File: config.mk
export PLATFORM = sky130hd
export DESIGN_NAME = counter_async_pos_rst_with_pos_en_down_load
export DESIGN_NICKNAME = d
export VERILOG_FILES = /design/src/rtl/counter_async_pos_rst_with_pos_en_down_load.sv
export SDC_FILE = /design/constraint.sdc
export NUM_CORES = 1
export LEC_CHECK = 0
export ABC_AREA = 0
export CAP_MARGIN = 40
export CORE_AREA = 2 2 39 41
export CTS_CLUSTER_SIZE = 16
export DETAILED_ROUTE_END_ITERATION = 12
export DIE_AREA = 0 0 41 43
export DONT_BUFFER_PORTS = 1
export HOLD_SLACK_MARGIN = 0.03
export SYNTH_ARGS = -nofsm -noshare
export SYNTH_HDL_FRONTEND = slang
export SYNTH_SLANG_ARGS = --single-unit
File: constraint.sdc
create_clock -name clock -period 1.9 [get_ports clock]
set_clock_uncertainty 0.2 [all_clocks]
set_input_delay 0.38 -clock clock [delete_from_list [all_inputs] [get_ports clock]]
set_output_delay 0.38 -clock clock [all_outputs]
set_load 0.1 [all_outputs]
File: src/rtl/counter_async_pos_rst_with_pos_en_down_load.sv
// Loadable down counter with one-shot/continuous modes, terminal-count and borrow pulses.
// Define COUNTER_DOWN_AUTO_RELOAD_EN to make a continuous-mode wrap reload the last loaded value.
module counter_async_pos_rst_with_pos_en_down_load #(
    parameter int WIDTH = 4
) (
    input  logic             clock,
    input  logic             reset,
    input  logic             enable,
    input  logic             load,
    input  logic [WIDTH-1:0] load_value,
    input  logic             oneshot,
    output logic [WIDTH-1:0] out,
    output logic             zero,
    output logic             tc,
    output logic             borrow,
    output logic             halted
);

    typedef enum logic {
        RUN  = 1'b0,
        HALT = 1'b1
    } state_t;

    state_t           state;
    state_t           state_next;
    logic [WIDTH-1:0] out_next;
    logic [WIDTH-1:0] wrap_value;
    logic             tc_next;
    logic             borrow_next;

`ifdef COUNTER_DOWN_AUTO_RELOAD_EN
    logic [WIDTH-1:0] reload;

    always_ff @(posedge clock or posedge reset) begin
        if (reset) begin
            reload <= '1;
        end else if (load) begin
            reload <= load_value;
        end
    end

    assign wrap_value = reload;
`else
    assign wrap_value = '1;
`endif

    // Load beats enable; HALT ignores enable until the next load.
    always_comb begin
        state_next  = state;
        out_next    = out;
        tc_next     = 1'b0;
        borrow_next = 1'b0;
        if (load) begin
            out_next   = load_value;
            state_next = RUN;
        end else if (state == RUN && enable) begin
            if (out == WIDTH'(1)) begin
                out_next = '0;
                tc_next  = 1'b1;
                if (oneshot) begin
                    state_next = HALT;
                end
            end else if (out == '0) begin
                if (oneshot) begin
                    state_next = HALT;
                end else begin
                    out_next    = wrap_value;
                    borrow_next = 1'b1;
                end
            end else begin
                out_next = out - WIDTH'(1);
            end
        end
    end

    always_ff @(posedge clock or posedge reset) begin
        if (reset) begin
            state  <= RUN;
            out    <= '0;
            tc     <= 1'b0;
            borrow <= 1'b0;
        end else begin
            state  <= state_next;
            out    <= out_next;
            tc     <= tc_next;
            borrow <= borrow_next;
        end
    end

    assign zero   = (out == '0);
    assign halted = (state == HALT);

endmodule

==> flow_summary.ini <==
[hold_path]
whs_path_depth = 2
hold_path.class = in2reg
hold_end = out[1]
min_from = load

[clock_network]
clock_latency_ns = 0.25
tritoncts = yes
clkTransAtPathRegs_ns = 0.05
clock_path_buffers = 2
cts_sinks = 7
cts-buffers-inserted = 3
cts_root_buffer = clkbuf_4
cts.htree.levels = 1

[cells_and_area]
synthToLayoutAreaGrowth_pct = 35.9
nNetsFinal = 79
final_cell_mix = buf_4 (10), nor2b_1 (4), inv_1 (4)
layout-drive-gt1-share = 0.403
fill_cells = 127
mostFrequentLayoutCell = buf_4
antennaDiodeCount = 0

[placement]
hpwl_um = 823
place_ws_ns = 0.123
place_congestion = 0.737
port_buffers = 0

[synth]
synth_cell_type_count = 28
syn-mean-instance-area_sq_um = 9.38
netlist_area_sq_um = 488
ys_warn_count = 0
syn_nets = 63
synth_cells = 52
seq_area_frac_synth = 0.359
synth-seq-cells = 7

[drt]
avgRoutedWirePerCell_um = 14.8
drtAntennaViolNets = 0
drc = 0
viasPerCell = 5.49
dr.pass1.iters = 4
num_vias = 456
drt_iter0_markers = 9
drt_wl_total_um = 1230

[sta]
fmax_mhz = 540
tightest_slew_ns = 0.325
hold_slack_ns = 0.0529
fin_crit_ns = 1.85
finalCritPeriodShare = 0.975
setup_viol = 0
hold_viol_final = 0
postLayoutSetupSlackWorst_ns = 0.0475
timing.setup.tns_ns = 0
final_max_slew_viol_count = 0
rsz0062_at_grt = false
slew_headroom = 0.783

[pwr]
leakagePower_nw = 0.275
ir_drop_v = 0.000388
power.density_nw_per_um2 = 851

[floorplanning]
die_w_um = 41
die_h_um = 43
dieArea_sq_um = 1760
coreArea_sq_um = 1380
ioPinCount = 17
start_util = 0.353
rows = 14

[worst_setup_path]
worstRegToRegCells = 5
path_max_fanout = 3
start_kind = flip-flop
worstPathRequired_ns = 1.32
cp-end-kind = output port
worstPathArrival_ns = 1.27
path_class = reg2out
r2r_setup_slack_ns = 0.07
r2r-end = out[3]
r2r_start = out[0]

[global_routing]
overflow = 0
grtUsageTotal = 0.163
grt_max_degree = 11
grt_pass1_wl_um = 1970
antenna_found_initial = 0
grt_pass1_vias = 459

[outcome]
outcome = finished, final reports clean

[run]
drv_cap = 0
## metrics by stage
step / util / cells / power [mW] / instance area [sq um]
global route: 0.479 / 83 / 0.603 / 663
finish: 0.479 / 83 / 0.564 / 663
detailed placement: 0.419 / 74 / 0.406 / 579
floorplan: - / 52 / 0.368 / 507
CTS: 0.479 / 83 / 0.569 / 663
global placement: 0.419 / 74 / 0.406 / 579
## synthesized netlist by cell type
library cell,count,area (sq um)
o2111ai_1,2,17.5
buf_1,1,3.75
and2_1,1,6.26
nor4b_2,1,15.0
o31ai_1,1,7.51
a2111oi_2,1,15.0
nor3b_1,3,22.5
ha_1,2,25.0
nand2b_1,2,12.5
dfrtp_1,7,175
nand3_1,1,5.00
clkbuf_1,1,3.75
a32o_1,1,10.0
a22oi_1,1,7.51
nand2_1,2,7.51
nand3b_1,1,7.51
nor2b_1,4,25.0
or2_2,1,6.26
o211ai_1,1,7.51
a311o_1,1,10.0
o21ba_1,1,10.0
a311oi_1,1,8.76
o311a_1,1,10.0
nor2_1,3,11.3
inv_1,6,22.5
nor2b_4,1,13.8
nand4_1,1,6.26
a21oi_1,3,15.0
## where the power goes
group / internal (mW) / switching (mW)
Sequential: 0.166 / 0.0122
Clock: 0.0801 / 0.0538
Combinational: 0.0793 / 0.173
## per-layer routing
metal  wire length (um)  up-vias  GRT usage
met1                557      218      0.233
met3                111        2     0.0524
met4                 10        0     0.0733
met2                551       16      0.219
li1                   -      220          -
met5                  0        -          0
## critical path, stage by stage (launching register included)
cell	delay, ns
dfrtp_4	0.48
inv_4	0.08
ha_4	0.13
and2_4	0.33
## final cells by class
class | instances | area [sq um] | share of cell area
flip-flops and latches | 7 | 186 | 0.281
clock buffers | 4 | 26.3 | 0.0396
repair buffers | 13 | 105 | 0.158
multi-input cells | 37 | 300 | 0.453
inverters | 6 | 25.0 | 0.0377
well taps | 16 | 20.0 | 0.0302
## worst max-delay path by stage
stage | slack (ns) | startpoint | to | depth (start not counted)
2_1_floorplan | 0.02 | out[1] | zero | 3
6_report | 0.05 | out[1] | zero | 3
5_1_grt | 0.006 | out[1] | zero | 3
3_5_place_dp | 0.12 | out[1] | out[3] | 5
4_1_cts | 0.04 | out[1] | zero | 3
3_3_place_gp | 0.13 | out[1] | out[3] | 5
## sequential cells by signal, summed over array words and instances, names as in the netlist
register / flops
out: 4
borrow: 1
tc: 1
halted: 1
## timing repair
item,CTS,global route
gates resized for setup,4,0
setup buffers,2,0
setup endpoints to repair,1,0
hold endpoints to repair,11,0
hold buffers,3,0
## cell families (layout without fill, tap and decap cells)
logic type                 Yosys count  in the layout  share of synthesized area
DFF                                  7              7                      0.359
buffers and inverters                8             23                     0.0615
adders and majority gates            2              2                     0.0513
and+or+nand+nor                     21             21                      0.285
AOI/OAI and AO/OA                   14             14                      0.244
Power figures use the tool's default switching activity.
